<file path="src/rtl/option_scheduler_pkg.sv">
// -----------------------------------------------------------------------------
// option_pkg
// Shared types and constants for the nonogram option scheduler:
//   SIZE       board dimension limit and option word width
//   CNT_W      width of one per-line option count
//   NUM_LINES  rows + cols slots in the count vector (rows first, then cols)
//   entry_t    one buffer entry {is_index, word}
//   state_t    scheduler FSM states
//   cnt_vec_t  packed per-line count vector, element [line] belongs to line
// -----------------------------------------------------------------------------
package option_pkg;

    localparam int SIZE      = 3;
    localparam int CNT_W     = 7;
    localparam int NUM_LINES = 2 * SIZE;

    typedef struct packed {
        logic            is_index;
        logic [SIZE-1:0] word;
    } entry_t;

    typedef enum logic [2:0] {
        S_IDLE,
        S_LOAD,
        S_RUN,
        S_DRAIN,
        S_DONE,
        S_STUCK
    } state_t;

    typedef logic [NUM_LINES-1:0][CNT_W-1:0] cnt_vec_t;

    // A line index is usable only if it names a line of this puzzle and fits
    // the count vector; options that follow an unusable index count nowhere.
    function automatic logic line_in_range(input logic [SIZE-1:0] idx,
                                           input logic [3:0]      rows,
                                           input logic [3:0]      cols);
        return (int'(idx) < int'(rows) + int'(cols)) && (int'(idx) < NUM_LINES);
    endfunction

endpackage

</file>
<file path="src/rtl/option_scheduler_ring.sv">
// -----------------------------------------------------------------------------
// opt_ring
// DEPTH-entry circular buffer of entry_t with one push and one pop per cycle.
// The head entry is readable combinationally so the scheduler can issue it in
// the same cycle it pops it.
//   clk, rst_n   clock, asynchronous active-low reset (clears pointers only)
//   push         write push_data at the tail
//   push_data    entry to write
//   pop          advance the head
//   head         entry currently at the head (undefined when empty)
//   count        occupancy, 0..DEPTH
//   full, empty  occupancy flags
// -----------------------------------------------------------------------------
module opt_ring
    import option_pkg::*;
#(
    parameter int DEPTH = 64
) (
    input  logic                     clk,
    input  logic                     rst_n,
    input  logic                     push,
    input  entry_t                   push_data,
    input  logic                     pop,
    output entry_t                   head,
    output logic [$clog2(DEPTH):0]   count,
    output logic                     full,
    output logic                     empty
);

    localparam int AW = $clog2(DEPTH);

    entry_t        mem [DEPTH];
    logic [AW-1:0] wr_ptr_q, wr_ptr_d;
    logic [AW-1:0] rd_ptr_q, rd_ptr_d;
    logic [AW:0]   count_q,  count_d;

    // NOTE: storage has no reset; entries are only read after being written,
    // so clearing the pointers is enough and the array can map to RAM.
    always_ff @(posedge clk) begin
        if (push) begin
            mem[wr_ptr_q] <= push_data;
        end
    end

    // NOTE: every output of this block gets a value before any condition, so
    // no path leaves it unassigned and no latch is inferred.
    always_comb begin
        wr_ptr_d = wr_ptr_q;
        rd_ptr_d = rd_ptr_q;
        count_d  = count_q;
        // Pointers are AW bits wide, so DEPTH wrap is plain overflow.
        if (push) wr_ptr_d = wr_ptr_q + 1'b1;
        if (pop)  rd_ptr_d = rd_ptr_q + 1'b1;
        unique case ({push, pop})
            2'b10:   count_d = count_q + 1'b1;
            2'b01:   count_d = count_q - 1'b1;
            default: count_d = count_q;
        endcase
    end

    // NOTE: state registers use non-blocking assignment so every flop samples
    // the pre-edge values regardless of statement order.
    always_ff @(posedge clk or negedge rst_n) begin
        if (!rst_n) begin
            wr_ptr_q <= '0;
            rd_ptr_q <= '0;
            count_q  <= '0;
        end else begin
            wr_ptr_q <= wr_ptr_d;
            rd_ptr_q <= rd_ptr_d;
            count_q  <= count_d;
        end
    end

    assign head  = mem[rd_ptr_q];
    assign count = count_q;
    assign full  = (count_q == (AW+1)'(DEPTH));
    assign empty = (count_q == '0);

endmodule

</file>
<file path="src/rtl/option_scheduler.sv">
// -----------------------------------------------------------------------------
// option_scheduler
// Feeds the nonogram line solver from a circular buffer of {is_index, word}
// entries: each round streams every stored entry once (line index, then that
// line's options), re-queues indices and the options the solver keeps, and
// compares per-line counts between rounds to detect a stall.
//   num_rows/num_cols        puzzle dimensions (bound the valid line indices)
//   load_valid/ready/word/is_index/last   loader handshake and payload
//   option, valid_op         word issued to the solver this cycle
//   started                  high with the first word of the first round
//   old_options_amnt         per-line counts of the round now running
//   put_back_to_FIFO         keep-flag for the word issued the previous cycle
//   solved                   solver reports the board complete
//   done, stuck              terminal flags, held until reset
//   round_cnt                completed rounds, saturating at 255
// -----------------------------------------------------------------------------
module option_scheduler
    import option_pkg::*;
#(
    parameter int DEPTH = 64
) (
    input  logic                             clk,
    input  logic                             rst_n,
    input  logic [3:0]                       num_rows,
    input  logic [3:0]                       num_cols,
    input  logic                             load_valid,
    output logic                             load_ready,
    input  logic [SIZE-1:0]                  load_word,
    input  logic                             load_is_index,
    input  logic                             load_last,
    output logic [SIZE-1:0]                  option,
    output logic                             valid_op,
    output logic                             started,
    output logic [2*SIZE-1:0][CNT_W-1:0]     old_options_amnt,
    input  logic                             put_back_to_FIFO,
    input  logic                             solved,
    output logic                             done,
    output logic                             stuck,
    output logic [7:0]                       round_cnt
);

    localparam int AW = $clog2(DEPTH);

    state_t         state_q, state_d;
    cnt_vec_t       cnt_q, cnt_d;
    cnt_vec_t       old_q, old_d;
    logic [SIZE-1:0] cur_line_q, cur_line_d;
    logic           line_ok_q, line_ok_d;
    entry_t         pend_q, pend_d;
    logic           pend_v_q, pend_v_d;
    logic [AW:0]    round_len_q, round_len_d;
    logic [AW:0]    pop_cnt_q, pop_cnt_d;
    logic           first_q, first_d;
    logic [7:0]     round_cnt_q, round_cnt_d;

    entry_t         ring_head, ring_push_data, load_entry;
    logic           ring_push, ring_pop, ring_full, ring_empty;
    logic [AW:0]    ring_count;

    logic           load_accept, active, retire_index, retire_keep, progress;
    logic [AW:0]    pop_cnt_inc;

    opt_ring #(.DEPTH(DEPTH)) u_ring (
        .clk       (clk),
        .rst_n     (rst_n),
        .push      (ring_push),
        .push_data (ring_push_data),
        .pop       (ring_pop),
        .head      (ring_head),
        .count     (ring_count),
        .full      (ring_full),
        .empty     (ring_empty)
    );

    assign load_entry   = '{is_index: load_is_index, word: load_word};
    assign load_accept  = (state_q == S_LOAD) && load_valid && !ring_full;
    // A solved pulse freezes the buffer: no pop, and the pending word is dropped.
    assign active       = ((state_q == S_RUN) || (state_q == S_DRAIN)) && !solved;
    // The word popped last cycle retires now, once its keep-flag is known.
    // Indices always go back so every line keeps its header for later rounds.
    assign retire_index = active && pend_v_q && pend_q.is_index;
    assign retire_keep  = active && pend_v_q && !pend_q.is_index && put_back_to_FIFO;
    assign ring_pop     = active && (state_q == S_RUN) && !ring_empty;
    assign ring_push    = load_accept || retire_index || retire_keep;
    assign ring_push_data = load_accept ? load_entry : pend_q;
    assign pop_cnt_inc  = pop_cnt_q + 1'b1;

    // Per-line counts follow the retire stage, so the line pointer always
    // belongs to the pending word rather than the word being popped.
    always_comb begin
        cnt_d      = cnt_q;
        cur_line_d = cur_line_q;
        line_ok_d  = line_ok_q;
        if (load_accept) begin
            if (load_is_index) begin
                cur_line_d = load_word;
                line_ok_d  = line_in_range(load_word, num_rows, num_cols);
            end else if (line_ok_q) begin
                cnt_d[cur_line_q] = cnt_q[cur_line_q] + 1'b1;
            end
        end else if (retire_index) begin
            cur_line_d = pend_q.word;
            line_ok_d  = line_in_range(pend_q.word, num_rows, num_cols);
            if (line_ok_d) cnt_d[pend_q.word] = '0;
        end else if (retire_keep && line_ok_q) begin
            cnt_d[cur_line_q] = cnt_q[cur_line_q] + 1'b1;
        end
    end

    // Includes the last keep-flag of the round, which arrives during DRAIN.
    assign progress = (cnt_d != old_q);

    // Next-state logic.
    always_comb begin
        state_d = state_q;
        unique case (state_q)
            S_IDLE:  if (load_valid) state_d = S_LOAD;
            S_LOAD:  if (load_accept && load_last) state_d = S_RUN;
            S_RUN: begin
                if (solved) begin
                    state_d = S_DONE;
                end else if (ring_empty || (pop_cnt_inc == round_len_q)) begin
                    state_d = S_DRAIN;
                end
            end
            S_DRAIN: begin
                if (solved)         state_d = S_DONE;
                else if (!progress) state_d = S_STUCK;
                else                state_d = S_RUN;
            end
            S_DONE, S_STUCK: state_d = state_q;
            default: state_d = S_IDLE;
        endcase
    end

    // Round bookkeeping and the pending stage.
    always_comb begin
        pend_d      = pend_q;
        pend_v_d    = 1'b0;
        pop_cnt_d   = pop_cnt_q;
        round_len_d = round_len_q;
        old_d       = old_q;
        round_cnt_d = round_cnt_q;
        first_d     = first_q;
        if (load_accept && load_last) begin
            // No pop happens during LOAD, so occupancy after this push is +1.
            round_len_d = ring_count + 1'b1;
            old_d       = cnt_d;
            pop_cnt_d   = '0;
            first_d     = 1'b1;
        end
        if (ring_pop) begin
            pend_d    = ring_head;
            pend_v_d  = 1'b1;
            pop_cnt_d = pop_cnt_inc;
            first_d   = 1'b0;
        end
        if (active && (state_q == S_DRAIN) && progress) begin
            old_d       = cnt_d;
            round_len_d = ring_count + (AW+1)'(ring_push);
            pop_cnt_d   = '0;
            if (round_cnt_q != 8'hFF) round_cnt_d = round_cnt_q + 1'b1;
        end
    end

    always_ff @(posedge clk or negedge rst_n) begin
        if (!rst_n) begin
            state_q <= S_IDLE;
        end else begin
            state_q <= state_d;
        end
    end

    always_ff @(posedge clk or negedge rst_n) begin
        if (!rst_n) begin
            cnt_q       <= '0;
            old_q       <= '0;
            cur_line_q  <= '0;
            line_ok_q   <= 1'b0;
            pend_q      <= '0;
            pend_v_q    <= 1'b0;
            round_len_q <= '0;
            pop_cnt_q   <= '0;
            first_q     <= 1'b0;
            round_cnt_q <= '0;
        end else begin
            cnt_q       <= cnt_d;
            old_q       <= old_d;
            cur_line_q  <= cur_line_d;
            line_ok_q   <= line_ok_d;
            pend_q      <= pend_d;
            pend_v_q    <= pend_v_d;
            round_len_q <= round_len_d;
            pop_cnt_q   <= pop_cnt_d;
            first_q     <= first_d;
            round_cnt_q <= round_cnt_d;
        end
    end

    // Outputs decode from state only, so they read 0 right after reset.
    always_comb begin
        load_ready = 1'b0;
        valid_op   = 1'b0;
        option     = '0;
        started    = 1'b0;
        done       = 1'b0;
        stuck      = 1'b0;
        unique case (state_q)
            S_LOAD:  load_ready = !ring_full;
            S_RUN: begin
                if (!ring_empty) begin
                    valid_op = 1'b1;
                    option   = ring_head.word;
                    started  = first_q;
                end
            end
            S_DONE:  done  = 1'b1;
            S_STUCK: stuck = 1'b1;
            default: ;
        endcase
    end

    assign old_options_amnt = old_q;
    assign round_cnt        = round_cnt_q;

endmodule

</file>
<file path="config.mk">
export PLATFORM = sky130hd
export DESIGN_NAME = option_scheduler
export DESIGN_NICKNAME = d
export VERILOG_FILES = /design/src/rtl/option_scheduler_pkg.sv /design/src/rtl/option_scheduler_ring.sv /design/src/rtl/option_scheduler.sv
export SDC_FILE = /design/constraint.sdc
export NUM_CORES = 1
export LEC_CHECK = 0
export BUFFER_PORTS_ARGS = -buffer_cell sky130_fd_sc_hd__buf_4
export CAP_MARGIN = 20
export CORE_MARGIN = 4
export CORE_UTILIZATION = 62
export DETAILED_ROUTE_END_ITERATION = 10
export GPL_TIMING_DRIVEN = 0
export PLACE_DENSITY = 0.8
export SLEW_MARGIN = 20
export SYNTH_ARGS = -nofsm -noshare
export SYNTH_HDL_FRONTEND = slang
export SYNTH_SLANG_ARGS = --single-unit
</file>
<file path="constraint.sdc">
create_clock -name clk -period 6.3 [get_ports clk]
set_input_delay 0.945 -clock clk [delete_from_list [all_inputs] [get_ports clk]]
set_output_delay 0.945 -clock clk [all_outputs]
set_load 0.02 [all_outputs]
</file>
# Word level (Yosys, flattened, before mapping)
# Memories as Yosys holds them, arrays and structs flattened.
# Index checks and enable logic that the tools add are counted.
[word_totals] ff_bits=138 n_memories=1 word_cells=146 input_bits=18 output_inout_bits=58 ramBits=256
[classes] eq_ne=15 n_lt_le_gt_ge=8 mux=49 reduce_logical=36 n_bitwise=3 n_addsub=9
[memory_table] name="u_ring.mem" depth=64 word_bits=4 read_ports=1 rd_ports_with_merged_regs=0 write_ports=1 line_no="option_scheduler_ring.sv:32" source="entry_t mem [DEPTH];"
[op_table] op="two-way mux 42 bit" n=8
[op_table] op="two-way mux 7 bit" n=8
[op_table] op="AND 42 bit" n=1
[op_table] op="bitwise mux 42 bit" n=1
[op_table] op="demux 7 bit (select 3 bit)" n=2
[op_table] op="inequality test 42 bit" n=1
[op_table] op="NOT 42 bit" n=1
[op_table] op="two-way mux 3 bit" n=11
[op_table] op="less-than comparator 4 x 32 -> 1 bit" n=1
[op_table] op="adder 7 x 1 -> 7 bit (second input constant)" n=3
[op_table] op="binary-select mux 7 bit (select 3 bit)" n=1
[op_table] op="logical AND 1 bit" n=17
[op_table] op="two-way mux 1 bit" n=15
[op_table] op="case mux 3 bit (5 select lines)" n=1
[op_table] op="case mux 7 bit (2 select lines)" n=1
[op_table] op="adder 6 x 1 -> 6 bit (second input constant)" n=2
[op_table] op="adder 8 x 1 -> 8 bit (second input constant)" n=1
[op_table] op="less-than comparator 3 x 4 -> 1 bit (second input constant)" n=2
[op_table] op="inequality test 8 bit (second input constant)" n=1
[op_table] op="nonzero test 2 bit" n=4
[op_table] op="adder 7 x 1 -> 7 bit" n=1
[op_table] op="== test 7 bit" n=1
[op_table] op="== test 7 bit (second input constant)" n=1
[op_table] op="zero test 7 bit" n=1
[op_table] op="22 further kinds" n=34

# Depth between registers and ports, before layout
# Gate-level depths: netlist of the first run.
[logic_depth] depth_word=14 mapped_depth=20 ltp_nobuf=15

# By module
# From an unflattened synthesis of the first run, not the netlist that was laid out.
[unflattened] hier_cells=1518 hier_area_um2=19412.4
[modules_own_cells] module="opt_ring" n_inst=1 cells_each=676 area_per_inst_um2=11439.7 seq_area_each_um2=8162.8
[modules_own_cells] module="option_scheduler" n_inst=1 cells_each=842 area_per_inst_um2=7972.6 seq_area_each_um2=2977.9

# Worst setup path after synthesis of the first run
# OpenSTA, ideal clock, no wires.
[synth_path] path_kind="input port to flip-flop" startpoint="input num_rows[0]" endpoint="register old_q (netlist bit old_options_amnt[0])" arrival_time_ps=5044 setup_slack_ps=1130 stages=17 required_ps=6175 setup_time_ps=125 path_buffers=2 path_cell_list="ha_1 > inv_1 > fa_1 > ha_1 > a21o_1 > maj3_1 > a2111oi_4 > o22ai_1 > xnor2_1 > nand3_1 > a2111o_1 > nor4_4 > a21o_1 > nand2_1 > buf_6 > buf_6 > mux2_4"
[synth_rtl] element="from (decl)" line_no="option_scheduler.sv:24" source="input logic [3:0] num_rows,"
[synth_rtl] element="to (signal assigned)" line_no="option_scheduler.sv:188" source="old_q <= old_d;"
[synth_rtl] element="to (decl)" line_no="option_scheduler.sv:46" source="cnt_vec_t old_q, old_d;"

==> results of run 1 <==
[cell usage after synthesis (all sizes together) (15+ instances only)]
library cell and number:
ha 17, nand2b 18, nand2 102, edfxtp 256, xnor2 43, mux2i 15, nor3 31, inv 25
buf 29, o21ai 44, a21oi 61, xor2 26, clkbuf 40, nand4 18, nand3 43, nor2 133
dfrtp 138, mux4 85, mux2 61
[power breakdown]
part	internal (mW)	switching (mW)	leakage, nW
clock network	1.32	1.03	0.614
logic	0.0247	0.0474	3.00
registers	2.73	0.00103	4.30
[worst max-delay path, stage by stage]
cell       delay [ns]
buf_4            0.11
ha_1             0.20
inv_1            0.07
fa_1             0.50
ha_1             0.34
a21o_1           0.17
maj3_1           0.48
a21boi_0         0.86
o2bb2ai_1        0.25
xor2_1           0.21
nor4_1           0.49
nand3_1          0.16
nor4b_2          0.71
a21o_1           0.21
nand2_1          0.11
buf_6            0.19
buf_6            0.18
mux2_4           0.30
[cells in the final DEF (no fill, tap or decap), drive strengths merged, types with 44 or more instances in the layout]
cell type | Yosys | layout
mux4 | 85 | 85
o21ai | 44 | 44
clkbuf | 40 | 93
mux2 | 61 | 61
edfxtp | 256 | 256
nand2 | 102 | 102
a21oi | 61 | 61
buf | 29 | 111
nor2 | 133 | 133
dfrtp | 138 | 138
[worst paths after layout]
kind | start | end | slack [ns] | depth (start not counted)
min reg2reg | round_cnt[5]$_DFFE_PN0P_ | round_cnt[5]$_DFFE_PN0P_ | 0.50 | 1
min in group clk | round_cnt[5]$_DFFE_PN0P_ | round_cnt[5]$_DFFE_PN0P_ | 0.50 | 1
min | rst_n | cnt_q[38]$_DFF_PN0_ | 0.39 | 1
max reg2reg | cur_line_q[0]$_DFFE_PN0P_ | old_options_amnt[11]$_DFFE_PN0P_ | 0.37 | 18
max | num_rows[0] | old_options_amnt[11]$_DFFE_PN0P_ | 0.19 | 18
max in group asynchronous | rst_n | round_cnt[7]$_DFFE_PN0P_ | 5.16 | 2
[through the flow]
stage / cell area [sq um] / utilization / hold slack [ns]
2_1_floorplan: 18800 / - / 0.458
4_1_cts: 21300 / 0.716 / 0.414
3_5_place_dp: 20000 / 0.673 / 0.489
3_3_place_gp: 19800 / 0.666 / 0.479
6_report: 21400 / 0.717 / 0.388
5_1_grt: 21400 / 0.717 / 0.441
[kinds of logic (layout without fill, tap and decap cells)]
family	after synthesis	count (layout)	synth area share
simple gates	426	426	0.111
flops	394	394	0.593
xor+xnor	69	69	0.0326
buf+inv	95	252	0.0214
compound gates	212	212	0.0772
mux	161	161	0.151
fa+ha+maj	21	21	0.0140
[routing by layer]
| layer | part of all wire | up-vias | global-route usage |
|---|---|---|---|
| li1 | - | 5520 | - |
| met1 | 0.36 | 6455 | 0.417 |
| met2 | 0.49 | 735 | 0.540 |
| met3 | 0.078 | 189 | 0.0524 |
| met4 | 0.065 | 4 | 0.176 |
| met5 | 0.00047 | - | 0 |
[sequential cells by signal, summed over array words and instances (netlist names)]
name / flops
pend_q: 4
pop_cnt_q: 7
first_q: 1
round_len_q: 7
u_ring.mem: 256
u_ring.wr_ptr_q: 6
pend_v_q: 1
line_ok_q: 1
u_ring.count: 7
old_options_amnt: 42
round_cnt: 8
u_ring.rd_ptr_q: 6
cur_line_q: 3
state_q: 3
cnt_q: 42
[area by class of cell]
class / instances / area share
buffer: 69 / 0.0144
clock buffer: 51 / 0.0493
clock inverter: 22 / 0.0111
inverter: 26 / 0.00457
multi-input combinational: 889 / 0.341
sequential: 394 / 0.522
tap: 390 / 0.0228
timing repair buffer: 84 / 0.0355
[timing repair]
| action | in CTS | in global routing |
|---|---|---|
| setup buffers | 0 | 2 |
| hold endpoints to repair | 0 | 0 |
| pin swaps | 0 | 1 |
| resized for setup | 1 | 1 |
| endpoints found under the setup margin | 2 | 56 |
==> impl_metrics.ini, run 1 <==
[synth]
synth-seq-area-share = 0.593
syn_area_sq_um = 18800
ys_types = 90
synthCells = 1378
synth_seq_cells = 394
synth-edff-count = 256
yosysWarnings = 0
async_flop_share = 0.350
synth_nets = 1414
yosys.area.top_type = edfxtp_1
avgSynthCellArea_sq_um = 13.6
synth.top_cell.area_share = 0.409
synth_area_leaders = edfxtp_1, dfrtp_1, mux4_2
ys.flop_type = edfxtp_1

[sta]
grt_setup_unrepaired = no
fin_tns_setup_ns = 0
fin_skew_ns = 0.0266
slew_headroom = 0.208
slew_violations = 0
worst_pin_slew_ns = 1.19
report.final.hold_viol_count = 0
period_minus_slack_ns = 6.11
setup_violations = 0
timing.final.ws_setup_ns = 0.189
max_freq_mhz = 164
period_share = 0.970

[placed_design]
dp_hpwl_mm = 37.4
placed_cells = 1850
numPortBuffers = 75
gp_congestion = 1.06
post-place-ws_ns = -0.382

[finish]
multi_input_area_sq_um = 7280
drive_gt1_frac = 0.194
finalNonFillerCells = 1925
seq_area_sq_um = 11100
nets = 1540
antenna_cells = 0
syn_to_final_growth_pct = 13.7
fillers = 1932

[global_route]
grt_pass1_wl_mm = 80.9
antenna_found_initial = 2
grt_pass1_vias = 13000
grt_usage = 0.326
gr-total-overflow = 0
grt_max_degree = 81

[power_and_ir_drop]
peakVddDrop_mv = 0.279
power.density_nw_per_um2 = 241
power.total_mw = 5.16
p_leak_nw = 7.91

[cts]
cts_buffers = 40
ctsLongestPathBuffers = 3
clk_pin_slew_ns = 0.06
cts_tree = yes
clock-sinks = 394
insertion_delay_ns = 0.56
h-tree-depth = 2
root_buffer = clkbuf_16
cts_hold_buf = 0

[critical_path]
worst_ep_required_time_ns = 6.72
critPathMaxFanout = 10
critPathArrivalTime_ns = 6.53
critical_path_class = in2reg
startpoint_type = input pin
crit_path_end_kind = flip-flop

[routing]
drtAntennaViolNets = 0
viasPerCell = 6.70
dr.pass1.iters = 6
routed_wirelength_mm = 53.6
drt_first_iter_violations = 1407
drcViolationCount = 0
vias = 12900
post_drt_wl_per_cell_um = 27.8

[die]
core.rowCount = 63
die_height_um = 182
ioPinCount = 76
die-area_sq_um = 33200
initial_utilization = 0.631
fp.coreArea_sq_um = 29800
dieWidth_um = 182

[min_path]
hold_path_class = in2async

[run]
maxCapViolations = 0

[status]
status = finished clean
(Power assumes the default switching activity.)
==> run 2: changes to the inputs <==
--- a/config.mk
+++ b/config.mk
@@ -8,10 +8,10 @@
 export BUFFER_PORTS_ARGS = -buffer_cell sky130_fd_sc_hd__buf_4
 export CAP_MARGIN = 20
 export CORE_MARGIN = 4
-export CORE_UTILIZATION = 62
+export CORE_UTILIZATION = 67
 export DETAILED_ROUTE_END_ITERATION = 10
 export GPL_TIMING_DRIVEN = 0
-export PLACE_DENSITY = 0.8
+export PLACE_DENSITY = 0.86
 export SLEW_MARGIN = 20
 export SYNTH_ARGS = -nofsm -noshare
 export SYNTH_HDL_FRONTEND = slang
==> constraint.sdc (replaced) <==
create_clock -name clk -period 7.4 [get_ports clk]
set_input_delay 1.11 -clock clk [delete_from_list [all_inputs] [get_ports clk]]
set_output_delay 1.11 -clock clk [all_outputs]
set_load 0.02 [all_outputs]
==> impl_metrics.ini, run 2 (synthesis gave the netlist of run 1 again) <==
[critical_path]
r2r_cells = 19
crit_path_end_kind = flip-flop
critPathMaxStageDelay_ns = 0.99
startpoint_type = input pin
reg2reg_to = round_cnt[4]$_DFFE_PN0P_
crit_slowest_cell = a2111oi_0
worst_ep_required_time_ns = 7.81
critPathMaxFanout = 10
timing.rr.start = cur_line_q[0]$_DFFE_PN0P_
critical_path_class = in2reg
critPathArrivalTime_ns = 6.88
path_cells = buf_4, ha_1, inv_1, fa_1, ha_1, a21o_1, maj3_1, a21oi_1, a211o_1, nor3_1, a2111oi_0, nand4_1, nor4_4, a21o_1, clkbuf_1, nor3_1, xor2_1
regToRegSetupSlack_ns = 0.94

[cts]
clk_pin_slew_ns = 0.06
ctsResizeCount = 0
cts_hold_buf = 0
h-tree-depth = 2
cts_tree = yes
insertion_delay_ns = 0.55
cts_buffers = 41
root_buffer = clkbuf_16
cts_setup_buffers = 0
clock-sinks = 394
ctsLongestPathBuffers = 3

[finish]
largest-register = u_ring.mem
nets = 1539
largest_reg_flops = 256
antenna_cells = 0
drive_gt1_frac = 0.197
stdcell_area_sq_um = 21400
syn_to_final_growth_pct = 13.9
finalNonFillerCells = 1913
layout_commonest_cell = edfxtp_1
layout_common_cells = edfxtp_1, dfrtp_1, nor2_1

[sta]
max_freq_mhz = 155
setup_violations = 0
fin_skew_ns = 0.0242
period_minus_slack_ns = 6.47
slew_headroom = 0.217
period_share = 0.874
report.final.hold_viol_count = 0
worst_pin_slew_ns = 1.15
slew_violations = 0
fin_tns_setup_ns = 0
grt_setup_unrepaired = no
timing.final.ws_setup_ns = 0.934

[run]
maxCapViolations = 0

[global_route]
gr-total-overflow = 0
grt_pass1_vias = 13700
antenna_found_initial = 0
grt_max_degree = 89
grt_pass1_wl_mm = 86.8
grt_usage = 0.377

[routing]
routed_wirelength_mm = 57.5
post_drt_wl_per_cell_um = 30.1
vias = 13500
drtAntennaViolNets = 0
dr.pass1.iters = 6
viasPerCell = 7.04
drt_first_iter_violations = 1831
drcViolationCount = 0

[status]
status = finished clean

[die]
die_height_um = 175
fp.coreArea_sq_um = 27700
ioPinCount = 76
initial_utilization = 0.678
core.rowCount = 61
dieWidth_um = 175
die-area_sq_um = 30800

[placed_design]
post-place-ws_ns = 0.637
place_area_sq_um = 20000
placed_cells = 1838
dp_hpwl_mm = 36.9
gp_congestion = 0.997
numPortBuffers = 75

[power_and_ir_drop]
power.total_mw = 4.49
p_leak_nw = 7.94
power.density_nw_per_um2 = 210
peakVddDrop_mv = 0.246

[min_path]
hold_path_class = in2async
run 2: changes by cell type in the layout (fill, tap and decap cells not counted), moves of 2 or more:
cell	previous run	this run
clkbuf_16	40	42
buf_1	14	12
clkbuf_2	2	4
clkinvlp_4	3	5
clkbuf_1	50	48
buf_4	78	76
clkinv_1	9	7
clkinv_4	0	2
run 2: through the flow:
step	util	hold slack, ns
after floorplan	-	0.458
after global placement	0.716	0.485
after detailed placement	0.723	0.499
after global routing	0.773	0.508
final	0.773	0.487
after CTS	0.772	0.495
run 2: worst max-delay path by stage:
stage,slack [ns],depth (start not counted),end,start
floorplan,2.07,17,old_options_amnt[0]$_DFFE_PN0P_,num_rows[0]
global placement,-0.85,5,u_ring.mem[62][2]$_DFFE_PP_,load_valid
detailed placement,0.64,18,old_options_amnt[11]$_DFFE_PN0P_,num_rows[0]
CTS,1.12,17,pop_cnt_q[0]$_DFFE_PN0P_,num_rows[0]
global route,0.68,19,pop_cnt_q[0]$_DFFE_PN0P_,cur_line_q[0]$_DFFE_PN0P_
finish,0.93,17,round_cnt[4]$_DFFE_PN0P_,num_rows[0]
run 2: layout make-up:
| class | count | area, sq um |
|---|---|---|
| sequential | 394 | 11100 |
| multi-input combinational | 889 | 7270 |
| fill | 1566 | 6300 |
| clock buffer | 51 | 1090 |
| timing repair buffer | 82 | 751 |
| tap | 378 | 473 |
| buffer | 69 | 310 |
| clock inverter | 24 | 262 |
| inverter | 26 | 97.6 |
run 2: critical path, delay by kind of cell:
kind	cells	cell delay, ns
compound gates	5	2.53
xor+xnor	1	0.16
fa+ha+maj	4	1.46
buf+inv	3	0.65
simple gates	4	0.96
run 2: metal layers:
metal	track usage	wire (um)	vias up
met5	0	0	-
met4	0.209	4130	0
met3	0.0734	5600	267
met2	0.624	28200	1047
met1	0.475	19600	6646
li1	-	-	5514
run 2: where the power goes:
part           switching (mW)  internal (mW)  total [mW]
Combinational          0.0377         0.0206      0.0583
Clock                   0.908           1.20        2.11
Sequential           0.000995           2.32        2.33
==> run 3: changes to the inputs <==
--- a/config.mk
+++ b/config.mk
@@ -5,13 +5,14 @@
 export SDC_FILE = /design/constraint.sdc
 export NUM_CORES = 1
 export LEC_CHECK = 0
+export ABC_AREA = 1
 export BUFFER_PORTS_ARGS = -buffer_cell sky130_fd_sc_hd__buf_4
 export CAP_MARGIN = 20
 export CORE_MARGIN = 4
 export CORE_UTILIZATION = 67
 export DETAILED_ROUTE_END_ITERATION = 10
 export GPL_TIMING_DRIVEN = 0
-export PLACE_DENSITY = 0.86
+export PLACE_DENSITY = 0.85
 export SLEW_MARGIN = 20
 export SYNTH_ARGS = -nofsm -noshare
 export SYNTH_HDL_FRONTEND = slang
==> impl_metrics.ini, run 3 <==
[synth]
synth.most_common_cell = nand2_1
synth_nets = 2248
synth-compound-area-share = 0.124
synth-simple-area-share = 0.215
ys_types = 51
synth-xor-area-share = 0.0198
ys.flop_type = edfxtp_1
synthMuxAreaShare = 0.000502
synth-seq-area-share = 0.559
yosys.area.top_type = edfxtp_1
synthTopCellsByCount = nand2_1, edfxtp_1, nor2_1
async_flop_share = 0.350
avgSynthCellArea_sq_um = 9.01
synth_seq_cells = 394
synth-edff-count = 256
synth_area_leaders = edfxtp_1, dfrtp_1, nand2_1
synthCells = 2212
synth_top_family_by_area = simple AND/OR/NAND/NOR gates
synth-adder-area-share = 0.0117
synth.top_cell.area_share = 0.386
syn_area_sq_um = 19900
yosysWarnings = 0

[placed_design]
gp_congestion = 1.09
numPortBuffers = 75
dp_hpwl_mm = 45.3
place_area_sq_um = 21300

[critical_path]
startpoint_type = flip-flop
worst_path_dominant_cell_family = buffers and inverters
critPathArrivalTime_ns = 4.08
crit_buf_inv = 5
crit_path_end_kind = output port
worst_ep_required_time_ns = 6.29
path_cells = clkbuf_1, inv_1, clkbuf_1, clkbuf_1, o21ai_0, o221ai_1, nand3_1, nand4_1, nand3_1, a21oi_1, buf_4
startpoint = u_ring.rd_ptr_q[0]$_DFFE_PN0P_
timing.rr.start = cur_line_q[2]$_DFFE_PN0P_
critical_path_class = reg2out
critPathMaxFanout = 10
crit_path_frequent_cell = clkbuf_1
critPathMaxStageDelay_ns = 0.64
crit_slowest_cell = clkbuf_1

[power_and_ir_drop]
power.total_mw = 4.46
power.density_nw_per_um2 = 197
peakVddDrop_mv = 0.209
p_leak_nw = 9.29

[finish]
nets = 2375
largest-register = u_ring.mem
syn_to_final_growth_pct = 13.5
fillers = 1955
drive_gt1_frac = 0.117
layout_commonest_cell = nand2_1
layout_common_cells = nand2_1, edfxtp_1, nor2_1
largest_reg_flops = 256
antenna_cells = 0
stdcell_area_sq_um = 22600

[die]
die_height_um = 180
ioPinCount = 76
die-area_sq_um = 32600
core.rowCount = 62
initial_utilization = 0.687
fp.coreArea_sq_um = 29000
dieWidth_um = 180

[routing]
post_drt_wl_per_cell_um = 23.1
routed_wirelength_mm = 63.6
drt_first_iter_violations = 3366
drcViolationCount = 0
drtAntennaViolNets = 0
dr.pass1.iters = 9
vias = 17900
viasPerCell = 6.51

[cts]
clock-sinks = 394
cts_hold_buf = 0
h-tree-depth = 2
cts_setup_buffers = 0
ctsLongestPathBuffers = 3
clk_pin_slew_ns = 0.07
cts_tree = yes
root_buffer = clkbuf_16
cts_buffers = 41
insertion_delay_ns = 0.56
ctsResizeCount = 0

[min_path]
hold_path_class = in2async

[sta]
fin_tns_setup_ns = 0
report.final.hold_viol_count = 0
max_freq_mhz = 193
grt_setup_unrepaired = no
period_minus_slack_ns = 5.19
fin_skew_ns = 0.0274
setup_violations = 0
worst_pin_slew_ns = 1.12
slew_violations = 0
period_share = 0.701
slew_headroom = 0.250

[global_route]
antenna_found_initial = 0
grt_pass1_vias = 17300
grt_max_degree = 99
gr-total-overflow = 0
grt_pass1_wl_mm = 97.4
grt_usage = 0.383

[status]
status = finished clean

[run]
maxCapViolations = 0
## run 3: cell count changes after synthesis, sizes merged, moves of 31 or more
cell   previous run  this run
nand3            43       167
nor2            133       263
mux4             85         0
o21ai            44       233
xnor2            43        12
inv              25       241
mux2             61         0
nand2           102       501
o22ai             7        41
## run 3: stage by stage
step / setup WS [ns] / util / cells / hold WS (ns)
after CTS: 2.46 / 0.780 / 2754 / 0.452
after floorplan: 2.45 / - / 2212 / 0.478
after global placement: -1.11 / 0.723 / 2671 / 0.496
after detailed placement: 2.14 / 0.733 / 2680 / 0.519
final: 2.21 / 0.780 / 2754 / 0.446
after global routing: 2.14 / 0.780 / 2754 / 0.472
## run 3: path summary, 6_finish.rpt
kind	cells after the start	end	slack (ns)
max	11	option[1]	2.21
min	1	cnt_q[29]$_DFF_PN0_	0.45
max reg2reg	26	old_options_amnt[1]$_DFFE_PN0P_	2.92
min reg2reg	2	first_q$_DFFE_PN0P_	0.53
max in group asynchronous	2	u_ring.count[4]$_DFFE_PN0P_	6.12
min in group clk	2	first_q$_DFFE_PN0P_	0.53
## run 3: layer usage
metal | vias to the layer above | share of wire | track usage
met5 | - | 0 | 0.00741
met2 | 1581 | 0.43 | 0.567
met3 | 310 | 0.16 | 0.129
met4 | 0 | 0.048 | 0.155
met1 | 8281 | 0.37 | 0.527
li1 | 7747 | - | -
## run 3: cell families (layout without fill, tap and decap cells)
family | count (synthesis) | in the layout
AOI/OAI and AO/OA | 410 | 410
xor gates and xnor gates | 45 | 45
adders and majority gates | 18 | 18
buffers and inverters | 340 | 498
DFF | 394 | 394
muxes | 1 | 1
and+or+nand+nor | 1004 | 1004
## run 3: area by class of cell
class | instances | area (sq um) | area share
Buffer | 95 | 465 | 0.0206
Clock buffer | 54 | 1150 | 0.0507
Clock inverter | 20 | 200 | 0.00885
Inverter | 245 | 920 | 0.0406
Multi-Input combinational cell | 1478 | 7450 | 0.329
Sequential cell | 394 | 11100 | 0.492
Tap cell | 384 | 480 | 0.0212
Timing Repair Buffer | 84 | 818 | 0.0362
## run 3: power by group
group	total (mW)	internal, mW	switching, mW
sequential	2.32	2.32	0
clock	2.08	1.20	0.884
combinational	0.0522	0.0166	0.0355
